`src/rtl/pgr_uart_tx_ctrl_32bit.sv`:
```
// UART transmit controller: accepts one byte per valid/ready handshake and
// serializes start, 8 data bits (LSB first), optional parity and stop bits.
module pgr_uart_tx_ctrl_32bit #(
  parameter int OVERSAMPLE = 16,
  parameter int PARITY_EN  = 0,
  parameter int PARITY_ODD = 0,
  parameter int STOP_BITS  = 1
) (
  input  logic       clk,
  input  logic       rst,
  input  logic       baud_tick,
  input  logic [7:0] tx_data,
  input  logic       tx_valid,
  output logic       tx_ready,
  output logic       tx,
  output logic       tx_busy,
  output logic       tx_done
);

  localparam int DATA_W = 8;
  localparam int TICK_W = $clog2(OVERSAMPLE);
  localparam logic [TICK_W-1:0] TICK_LAST = TICK_W'(OVERSAMPLE - 1);
  localparam logic [2:0]        BIT_LAST  = 3'(DATA_W - 1);
  localparam logic [2:0]        STOP_LAST = 3'(STOP_BITS - 1);

  typedef enum logic [2:0] {
    IDLE   = 3'd0,
    START  = 3'd1,
    DATA   = 3'd2,
    PARITY = 3'd3,
    STOP   = 3'd4
  } state_t;

  state_t              state, state_nxt;
  logic [TICK_W-1:0]   tick_cnt, tick_nxt;
  logic [2:0]          bit_cnt, bit_nxt;
  logic [DATA_W-1:0]   data_q, data_nxt;
  logic                tx_nxt, done_nxt;
  logic                xfer, bit_end;

  function automatic logic parity_bit(input logic [DATA_W-1:0] d);
    return (^d) ^ (PARITY_ODD != 0);
  endfunction

  // tx_ready is registered and high only in IDLE, so the handshake never
  // forms a combinational loop back to the requester.
  assign xfer    = tx_valid & tx_ready;
  assign bit_end = baud_tick && (tick_cnt == TICK_LAST);

  always_ff @(posedge clk) begin
    if (rst) begin
      state    <= IDLE;
      tick_cnt <= '0;
      bit_cnt  <= '0;
      data_q   <= '0;
      tx       <= 1'b1;
      tx_ready <= 1'b1;
      tx_busy  <= 1'b0;
      tx_done  <= 1'b0;
    end else begin
      state    <= state_nxt;
      tick_cnt <= tick_nxt;
      bit_cnt  <= bit_nxt;
      data_q   <= data_nxt;
      tx       <= tx_nxt;
      tx_ready <= (state_nxt == IDLE);
      tx_busy  <= (state_nxt != IDLE);
      tx_done  <= done_nxt;
    end
  end

  always_comb begin
    state_nxt = state;
    tick_nxt  = tick_cnt;
    bit_nxt   = bit_cnt;
    data_nxt  = data_q;
    if (state == IDLE) begin
      tick_nxt = '0;
      if (xfer) begin
        state_nxt = START;
        bit_nxt   = '0;
        data_nxt  = tx_data;
      end
    end else if (baud_tick) begin
      tick_nxt = bit_end ? '0 : tick_cnt + 1'b1;
      if (bit_end) begin
        case (state)
          START: begin
            state_nxt = DATA;
            bit_nxt   = '0;
          end
          DATA: begin
            if (bit_cnt == BIT_LAST) begin
              state_nxt = (PARITY_EN != 0) ? PARITY : STOP;
              bit_nxt   = '0;
            end else begin
              bit_nxt = bit_cnt + 1'b1;
            end
          end
          PARITY: begin
            state_nxt = STOP;
            bit_nxt   = '0;
          end
          STOP: begin
            // bit_cnt is reused to count stop bits
            if (bit_cnt == STOP_LAST) begin
              state_nxt = IDLE;
              bit_nxt   = '0;
            end else begin
              bit_nxt = bit_cnt + 1'b1;
            end
          end
          default: state_nxt = IDLE;
        endcase
      end
    end
  end

  always_comb begin
    tx_nxt   = 1'b1;
    done_nxt = 1'b0;
    case (state)
      IDLE:   tx_nxt = !xfer;
      START:  tx_nxt = bit_end ? data_q[0] : 1'b0;
      DATA: begin
        if (!bit_end)
          tx_nxt = data_q[bit_cnt];
        else if (bit_cnt != BIT_LAST)
          tx_nxt = data_q[bit_nxt];
        else
          tx_nxt = (PARITY_EN != 0) ? parity_bit(data_q) : 1'b1;
      end
      PARITY: tx_nxt = bit_end ? 1'b1 : parity_bit(data_q);
      STOP:   done_nxt = bit_end && (bit_cnt == STOP_LAST);
      default: tx_nxt = 1'b1;
    endcase
  end

endmodule

```
`config.mk`:
```
export PLATFORM = sky130hd
export DESIGN_NAME = pgr_uart_tx_ctrl_32bit
export DESIGN_NICKNAME = d
export VERILOG_FILES = /design/src/rtl/pgr_uart_tx_ctrl_32bit.sv
export SDC_FILE = /design/constraint.sdc
export NUM_CORES = 1
export LEC_CHECK = 0
export BUFFER_PORTS_ARGS = -buffer_cell sky130_fd_sc_hd__buf_2
export CORE_MARGIN = 3
export CORE_UTILIZATION = 50
export CTS_CLUSTER_DIAMETER = 40
export DETAILED_ROUTE_END_ITERATION = 8
export PLACE_DENSITY = 0.73
export SYNTH_ARGS = -nofsm -noshare
export SYNTH_HDL_FRONTEND = slang
export SYNTH_SLANG_ARGS = --single-unit
```
`constraint.sdc`:
```
create_clock -name clk -period 2.2 [get_ports clk]
set_input_delay 0.11 -clock clk [delete_from_list [all_inputs] [get_ports clk]]
set_output_delay 0.11 -clock clk [all_outputs]
set_load 0.01 [all_outputs]
```
# Word-level counts from Yosys, hierarchy flattened
# Index checks and enable logic that the tools add are counted.
[classes] bitwise=2 addsub=2 n_mux=24 n_eq_ne=7 n_reduce_logical=12 magnitude_cmp=2
[ops] cell="2-to-1 mux 3 bit" count=12
[ops] cell="one-hot mux 3 bit (4 select lines)" count=1
[ops] cell="zero test 3 bit" count=3
[ops] cell="one-hot mux 3 bit (3 select lines)" count=1
[ops] cell="less-than comparator 3 x 4 -> 1 bit, second input constant" count=2
[ops] cell="parity 8 bit" count=1
[ops] cell="binary-select mux 1 bit (select 3 bit)" count=2
[ops] cell="equality test 3 x 2 -> 1 bit, second input constant" count=2
[ops] cell="equality test 3 bit, second input constant" count=2
[ops] cell="2-to-1 mux 1 bit" count=6
[ops] cell="OR reduction 2 bit" count=3
[ops] cell="adder 4 x 1 -> 4 bit, second input constant" count=1
[ops] cell="equality test 4 bit, second input constant" count=1
[ops] cell="2-to-1 mux 4 bit" count=1
[ops] cell="one-hot mux 1 bit (4 select lines)" count=1
[ops] cell="adder 3 x 1 -> 3 bit, second input constant" count=1
[ops] cell="equality test 3 x 1 -> 1 bit, second input constant" count=1
[ops] cell="inequality test 3 bit, second input constant" count=1
[ops] cell="nonzero test 3 bit" count=1
[ops] cell="logical AND 1 bit" count=2
[ops] cell="AND reduction 2 bit" count=1
[ops] cell="bitwise AND 1 bit" count=1
[ops] cell="zero test 1 bit" count=1
[ops] cell="NOT 1 bit" count=1
[word_totals] inputBits=12 reg_bits=22 output_inout_bits=4 wordCells=57

# Logic depth before layout (Yosys ltp)
# Gate-level depths: netlist of run 1.
[depth] word_depth=11 depth_mapped=9 ltp_nobuf=9

# Worst setup path before layout of run 1
# OpenSTA, ideal clock, no wires.
[synth_path] path_kind="register to register" start="register tick_cnt[0]" end="register tx" setup_ns=0.120 arrival_time_ns=1.976 path_stages_with_launch=9 synth_period_minus_slack_ns=2.096 path_slack_ns=0.104 required_time_ns=2.080 path_buffers=0 path_cell_list="dfxtp_1 -> ha_1 -> nand4_2 -> or3b_4 -> and3_4 -> nor2_4 -> mux2i_1 -> mux2i_1 -> a211o_1"
[synth_via] elab_chain_cells=10 word_cells_on_any_way=12 cone_classes="eq/ne: 1; mux: 10; reduce/logical: 1"
[synth_lines] element="start, declared" line_no="35" source="logic [TICK_W-1:0] tick_cnt, tick_nxt;"
[synth_lines] element="start signal, assigned" line_no="62" source="tick_cnt <= tick_nxt;"
[synth_lines] element="equality test 4 bit (*)" line_no="48" source="assign bit_end = baud_tick && (tick_cnt == TICK_LAST);"
[synth_lines] element="logical AND 1 bit (*)" line_no="48"
[synth_lines] element="2-to-1 mux 3 bit" line_no="86" source="if (bit_end) begin"
[synth_lines] element="2-to-1 mux 3 bit" line_no="84" source="end else if (baud_tick) begin"
[synth_lines] element="2-to-1 mux 3 bit" line_no="77" source="if (state == IDLE) begin"
[synth_lines] element="binary-select mux 1 bit (select 3 bit)" line_no="129" source="tx_nxt = data_q[bit_nxt];"
[synth_lines] element="2-to-1 mux 1 bit (not written as such)" line_no="129"
[synth_lines] element="2-to-1 mux 1 bit" line_no="128" source="else if (bit_cnt != BIT_LAST)"
[synth_lines] element="2-to-1 mux 1 bit" line_no="126" source="if (!bit_end)"
[synth_lines] element="one-hot mux 1 bit (4 select lines) (*)" line_no="122" source="case (state)"
[synth_lines] element="end signal, assigned" line_no="65" source="tx <= tx_nxt;"
[synth_lines] element="end, declared" line_no="15" source="output logic tx,"
# Mark *: on every way between the ends. The rest lies on a longest branch, timed or not. The select of a mux whose other input is x is not followed.
# A chain may end at the register's enable or synchronous reset.

# Worst setup path after layout of run 1
[layout_path] start="register tick_cnt[1]" end="register tx"
# The elaborated chain is that of the path after synthesis.

==> out/metrics.yaml, run 1 <==
die:
  start_util_pct: 53.9
  std_cell_rows: 17
  chipHeight_um: 55.3
  dieWidth_um: 55.3
  fp.coreArea_mm2: 0.00225
  ioPinCount: 16
  design.die.area_mm2: 0.00306
place:
  setup_slack_after_placement_ns: 0.0445
  gpl_congestion: 0.838
  placedInstanceArea_mm2: 0.00134
  dp_hpwl_um: 1970
  port-buffer-count: 15
yosys:
  synthesis.area_per_instance_um2: 8.44
  syn-cell-area_mm2: 0.00121
  async_flop_share_pct: 0
  synth_top_cells_by_area: "sky130_fd_sc_hd__dfxtp_1 (36%), sky130_fd_sc_hd__a21oi_1 (7.4%), sky130_fd_sc_hd__nand2_1 (7.1%)"
  postSynthNetCount: 160
  ys_top_cells_by_count: "sky130_fd_sc_hd__nand2_1 (23), sky130_fd_sc_hd__dfxtp_1 (22), sky130_fd_sc_hd__a21oi_1 (18)"
  synth_edf_count: 0
  post-synth-top-count-cell: "sky130_fd_sc_hd__nand2_1"
  post_synth_num_cell_types: 39
  synth_top_area_share_pct: 36.3
  yosys_synthesis_warning_count: 0
  seq_area_frac_synth_pct: 36.3
  number_of_flip_flops_and_latches_in_the_synthesized_netlist: 22
  synth_ff_type: "sky130_fd_sc_hd__dfxtp_1"
  post-synth-top-area-cell: "sky130_fd_sc_hd__dfxtp_1"
  syn_inst: 144
drt:
  route.detailed.wl_per_inst_um: 13.9
  finalWirelength_um: 2660
  drcViolationCount: 0
  first_pass_iters: 4
  initialDrtViolationCount: 39
  route.detailed.vias_per_inst: 5.81
  route.vias.total: 1109
  drt.antenna.violating_nets: 0
timing:
  finalSetupViolCount: 0
  final-max-slew-violation-count: 0
  setup-tns-final_ns: 0
  period_share_pct: 95.9
  rsz0062_at_grt: "true"
  timing.fmax_mhz: 474
  timing.final.ws_setup_ns: 0.0906
  period_minus_slack_ns: 2.11
  fin_skew_ns: 0.00161
  hold_viol_final: 0
  timing.max_slew.rel_slack_pct: 64.7
  worst-slew-pin-transition_ns: 0.528
min_path:
  timing.hold.worst.class: "in -> reg"
critical_path:
  critical_path.cell_chain: "ha_4, nand4_4, or3b_4, and3_4, nor2_4, mux2i_2, a211oi_2, a211o_1"
  timing_worst_setup_path_type: "reg -> reg"
  slowest_delay_ns: 0.42
  timing.critical_path.slowest_stage_cell: "sky130_fd_sc_hd__or3b_4"
  max_fo_critical_path: 5
  cp-start-kind: "register"
  crit_arrival_ns: 2.33
  worstSetupEndpointType: "register"
  worst_ep_required_time_ns: 2.42
global_route:
  grt_antenna_before_repair: 0
  grtUsageTotal_pct: 17.9
  vias_in_the_first_global_route: 1027
  grt_overflow_total: 0
  global_route_wire_length_before_repair_um: 4590
  largest_net_degree_at_the_start_of_global_routing: 18
clock_network:
  clk_path_buf_depth: 2
  clk_pin_slew_ns: 0.12
  tritoncts_clock_tree: "done"
  clkSinkCount: 22
  cts_max_level: 1
  ctsRootBufferMaster: "sky130_fd_sc_hd__clkbuf_4"
  ctsHoldBuffers: 0
  worstSkewPairLatency_ns: 0.31
  tritoncts.num_buffers: 3
final_layout:
  number_of_diodes: 0
  final_nets: 180
  layout_area_growth_over_synthesis_pct: 16.8
  fraction_of_final_layout_cells_sized_beyond_drive_strength_1_pct: 27.6
  regArea_um2: 445
  multiInputGateArea_um2: 763
  n_fill_cell: 183
  finalInstanceArea_mm2: 0.00142
power_and_ir_drop:
  power_per_cell_area_mw_per_mm2: 554
  p_total_uw: 786
  power.ir.vdd_worst_uv: 357
  p_leak_uw: 0.000560
job:
  maxCapViolCount: 0
outcome:
  outcome: "complete, no violations"
[report_power, final]
| part | switching, uW | internal, uW |
|---|---|---|
| registers | 19.5 | 417 |
| logic | 62.7 | 59.1 |
| clock network | 126 | 101 |
| total | 209 | 577 |
[registers in the layout (all words and copies together), names as in the netlist]
| name | count |
|---|---|
| tx_busy | 1 |
| tick_cnt | 4 |
| data_q | 8 |
| tx | 1 |
| bit_cnt | 3 |
| tx_ready | 1 |
| state | 3 |
| tx_done | 1 |
[per-stage QoR]
step                hold slack, ns  util (%)  instances
floorplan                    0.246         -        144
global placement             0.350      59.3        186
detailed placement           0.356      59.3        186
CTS                         0.0167      60.9        190
global route                0.0206      62.9        191
finish                      0.0159      62.9        191
[placed cells by master (no fill, tap or decap), types with 2 or more instances in the layout]
cell and count:
sky130_fd_sc_hd__nand2_1 23, sky130_fd_sc_hd__a21oi_1 18, sky130_fd_sc_hd__dfxtp_1 18, sky130_fd_sc_hd__buf_2 15, sky130_fd_sc_hd__nor2_1 11, sky130_fd_sc_hd__xnor2_1 7
sky130_fd_sc_hd__buf_4 7, sky130_fd_sc_hd__nand3_1 4, sky130_fd_sc_hd__mux2i_1 4, sky130_fd_sc_hd__nand2b_1 4, sky130_fd_sc_hd__dfxtp_2 4, sky130_fd_sc_hd__inv_1 3
sky130_fd_sc_hd__or3_1 3, sky130_fd_sc_hd__o21ai_1 3, sky130_fd_sc_hd__ha_1 3, sky130_fd_sc_hd__clkbuf_4 3, sky130_fd_sc_hd__o21ai_0 2, sky130_fd_sc_hd__nor3_1 2
sky130_fd_sc_hd__mux4_2 2, sky130_fd_sc_hd__a211o_1 2, sky130_fd_sc_hd__a211oi_2 2
[final cells by class]
cell class,instances,area share (%)
timing repair buffer,22,8.99
tap,28,2.47
clock buffer,4,2.56
sequential,22,31.4
multi-input combinational,112,53.8
inverter,3,0.794
[critical path: cells and delay by family, from the launching register on]
family | cells | cell delay (ns)
compound gates | 2 | 0.35
fa+ha+maj | 1 | 0.16
flops | 1 | 0.37
mux | 1 | 0.26
simple gates | 4 | 0.87
[routing by layer]
layer,up-vias,GRT usage (%),part of all wire [%]
met1,521,22.8,43
met2,33,30.4,50
met4,0,6.25,2.6
met3,11,3.04,4.1
met5,-,0,0
li1,544,-,-
[path summary, 6_finish.rpt]
kind                     from         to  slack (ns)  depth (start not counted)
setup / recovery  tick_cnt[1]         tx        0.09                          8
hold / removal     tx_data[7]  data_q[7]        0.02                          3
setup reg to reg  tick_cnt[1]         tx        0.09                          8
hold reg to reg     data_q[6]  data_q[6]        0.53                          2
[timing repair]
action | in CTS | in global routing
hold endpoints to repair | 0 | 0
setup endpoints to repair | 0 | 1
gates resized for setup | 0 | 10
setup buffers | 0 | 1
[cells by family (layout without fill, tap and decap cells)]
kind of cell / Yosys count / count (layout) / synth area share [%]
buffers and inverters: 10 / 29 / 3.60
muxes: 8 / 8 / 8.75
xor gates and xnor gates: 8 / 8 / 5.77
and+or+nand+nor: 59 / 59 / 25.1
DFF: 22 / 22 / 36.3
AOI/OAI and AO/OA: 33 / 33 / 16.4
adders and majority gates: 4 / 4 / 4.12
No activity file was read; power rests on OpenSTA's default activity.
==> run 2: changes to the inputs <==
--- a/config.mk
+++ b/config.mk
@@ -11,6 +11,7 @@
 export CTS_CLUSTER_DIAMETER = 40
 export DETAILED_ROUTE_END_ITERATION = 8
 export PLACE_DENSITY = 0.73
+export RECOVER_POWER = 50
 export SYNTH_ARGS = -nofsm -noshare
 export SYNTH_HDL_FRONTEND = slang
 export SYNTH_SLANG_ARGS = --single-unit
==> run 2 against run 1 <==
  * Sequential power about the same
  * Via count increased by 0.36%
  * Combinational power about the same
  * Final area decreased by 0.35%
  * Core utilization decreased by 0.22 points
  * Fmax about the same
  * Routed wire length increased by 0.38%
  * Setup slack got worse by 0.00082 ns
  * Largest power group unchanged
  * Highest routed layer unchanged
  * Flip-flop and latch count unchanged
==> out/metrics.yaml, run 2 (synthesis gave the netlist of run 1 again) <==
outcome:
  outcome: "complete, no violations"
clock_network:
  tritoncts_clock_tree: "done"
  clk_pin_slew_ns: 0.12  # about the same
  cts_max_level: 1  # unchanged
  ctsHoldBuffers: 0  # unchanged
  clk_path_buf_depth: 2  # unchanged
  worstSkewPairLatency_ns: 0.31  # about the same
  clkSinkCount: 22  # unchanged
  tritoncts.num_buffers: 3  # unchanged
  ctsRootBufferMaster: "sky130_fd_sc_hd__clkbuf_4"
die:
  std_cell_rows: 17  # unchanged
  dieWidth_um: 55.3  # unchanged
  chipHeight_um: 55.3  # unchanged
  fp.coreArea_mm2: 0.00225  # unchanged
  design.die.area_mm2: 0.00306  # unchanged
  start_util_pct: 53.9  # unchanged
  ioPinCount: 16  # unchanged
critical_path:
  worst_ep_required_time_ns: 2.42  # about the same
  slowest_delay_ns: 0.42  # about the same
  worstSetupEndpointType: "register"
  crit_arrival_ns: 2.33  # about the same
  max_fo_critical_path: 5  # unchanged
  bufs_and_invs_on_worst_path: 0  # unchanged
  critPathTopFamily: "simple AND/OR/NAND/NOR gates"
  critical_path.cell_chain: "ha_4, nand4_4, or3b_4, and3_4, nor2_4, mux2i_2, a211oi_2, a211o_1"
  timing.critical_path.slowest_stage_cell: "sky130_fd_sc_hd__or3b_4"
  timing_worst_setup_path_type: "reg -> reg"
  cp-start-kind: "register"
final_layout:
  largest_reg_flops: 8  # unchanged
  final_nets: 180  # unchanged
  top_regs: "data_q (8), tick_cnt (4)"
  largest-register: "data_q"
  final-instance-count-excl-fill: 191  # unchanged
  multiInputGateArea_um2: 763  # unchanged
  post-route-util_pct: 62.7  # -0.22 points
  fraction_of_final_layout_cells_sized_beyond_drive_strength_1_pct: 25.2  # -2.5 points
  layout_area_growth_over_synthesis_pct: 16.4
  regArea_um2: 445  # unchanged
  highest_count_cells_in_the_layout_ignoring_fill_and_taps: "sky130_fd_sc_hd__nand2_1 (23), sky130_fd_sc_hd__a21oi_1 (18), sky130_fd_sc_hd__dfxtp_1 (18), sky130_fd_sc_hd__nor2_1 (11), sky130_fd_sc_hd__buf_2 (11)"
  n_fill_cell: 185  # +1.1%
  final_common_cell: "sky130_fd_sc_hd__nand2_1"
  number_of_diodes: 0  # unchanged
drt:
  drcViolationCount: 0  # unchanged
  route.vias.total: 1113  # +0.36%
  finalWirelength_um: 2670  # +0.38%
  route.detailed.vias_per_inst: 5.83  # +0.36%
  initialDrtViolationCount: 39  # unchanged
  drt.antenna.violating_nets: 0  # unchanged
  first_pass_iters: 4  # unchanged
  route.detailed.wl_per_inst_um: 14.0  # +0.38%
power_and_ir_drop:
  power_per_cell_area_mw_per_mm2: 556  # +0.36%
  p_total_uw: 786  # about the same
  p_leak_uw: 0.000548  # -2.1%
  power.ir.vdd_worst_uv: 359  # +0.38%
timing:
  period_minus_slack_ns: 2.11  # +0.000820 ns
  worst-slew-pin-transition_ns: 0.534  # +0.00597 ns
  finalSetupViolCount: 0  # unchanged
  timing.fmax_mhz: 474  # about the same
  final-max-slew-violation-count: 0  # unchanged
  hold_viol_final: 0  # unchanged
  period_share_pct: 95.9  # about the same
  fin_skew_ns: 0.00165  # +0.0000444 ns
  timing.max_slew.rel_slack_pct: 64.3  # -0.40 points
  rsz0062_at_grt: "true"
global_route:
  global_route_wire_length_before_repair_um: 4590  # unchanged
  largest_net_degree_at_the_start_of_global_routing: 18  # unchanged
  grt_antenna_before_repair: 0  # unchanged
  grtUsageTotal_pct: 17.9  # unchanged
  grt_overflow_total: 0  # unchanged
  vias_in_the_first_global_route: 1027  # unchanged
place:
  gpl_congestion: 0.838  # unchanged
  place.detailed.instances: 186  # unchanged
  dp_hpwl_um: 1970  # unchanged
  port-buffer-count: 15  # unchanged
min_path:
  timing.hold.worst.class: "in -> reg"
job:
  maxCapViolCount: 0  # unchanged
run 2: metal layers:
metal  vias up  part of all wire [%]  global-route usage [%]
met2        27                    50                    30.4
met1       531                    44                    22.8
met5         -                     0                       0
met3        11                   3.8                    3.04
met4         0                   3.0                    6.25
li1        544                     -                       -
run 2: worst reg2reg max path: cells and delay by family, from the launching register on:
kind,cells,cell delay [ns]
compound gates,2,0.35
fa+ha+maj,1,0.16
flops,1,0.37
mux,1,0.26
simple gates,4,0.87
run 2: what timing repair did:
action	in CTS	in global routing
setup buffers	0	1
setup endpoints to repair	0	1
resized for setup	0	10
endpoints found under the hold margin	0	0
run 2: worst paths after layout:
check               from         to  slack (ns)  cells after the start
max          tick_cnt[1]         tx        0.09                      8
min           tx_data[7]  data_q[7]        0.01                      3
max reg2reg  tick_cnt[1]         tx        0.09                      8
min reg2reg    data_q[6]  data_q[6]        0.53                      2
run 2: final cells by class:
| class | count | share of cell area, % |
|---|---|---|
| well taps | 28 | 2.48 |
| flip-flops and latches | 22 | 31.5 |
| repair buffers | 22 | 8.67 |
| clock buffers | 4 | 2.57 |
| multi-input cells | 112 | 54.0 |
| inverters | 3 | 0.796 |
run 2: stage by stage:
step	worst slack (ns)	instance area (um2)	hold WS (ns)	TNS (ns)
after global routing	-0.0117	1410	0.0206	-0.0117
after floorplan	0.104	1210	0.246	0
final	0.0898	1410	0.0148	0
after CTS	0.0203	1370	0.0167	0
after global placement	0.124	1340	0.350	0
after detailed placement	0.0445	1340	0.356	0
run 2: where the power goes:
group / internal (uW) / switching, uW / leakage (uW)
clock: 101 / 128 / 0.0000210
combinational: 57.7 / 62.7 / 0.000346
sequential: 417 / 19.9 / 0.000181
total: 576 / 210 / 0.000548
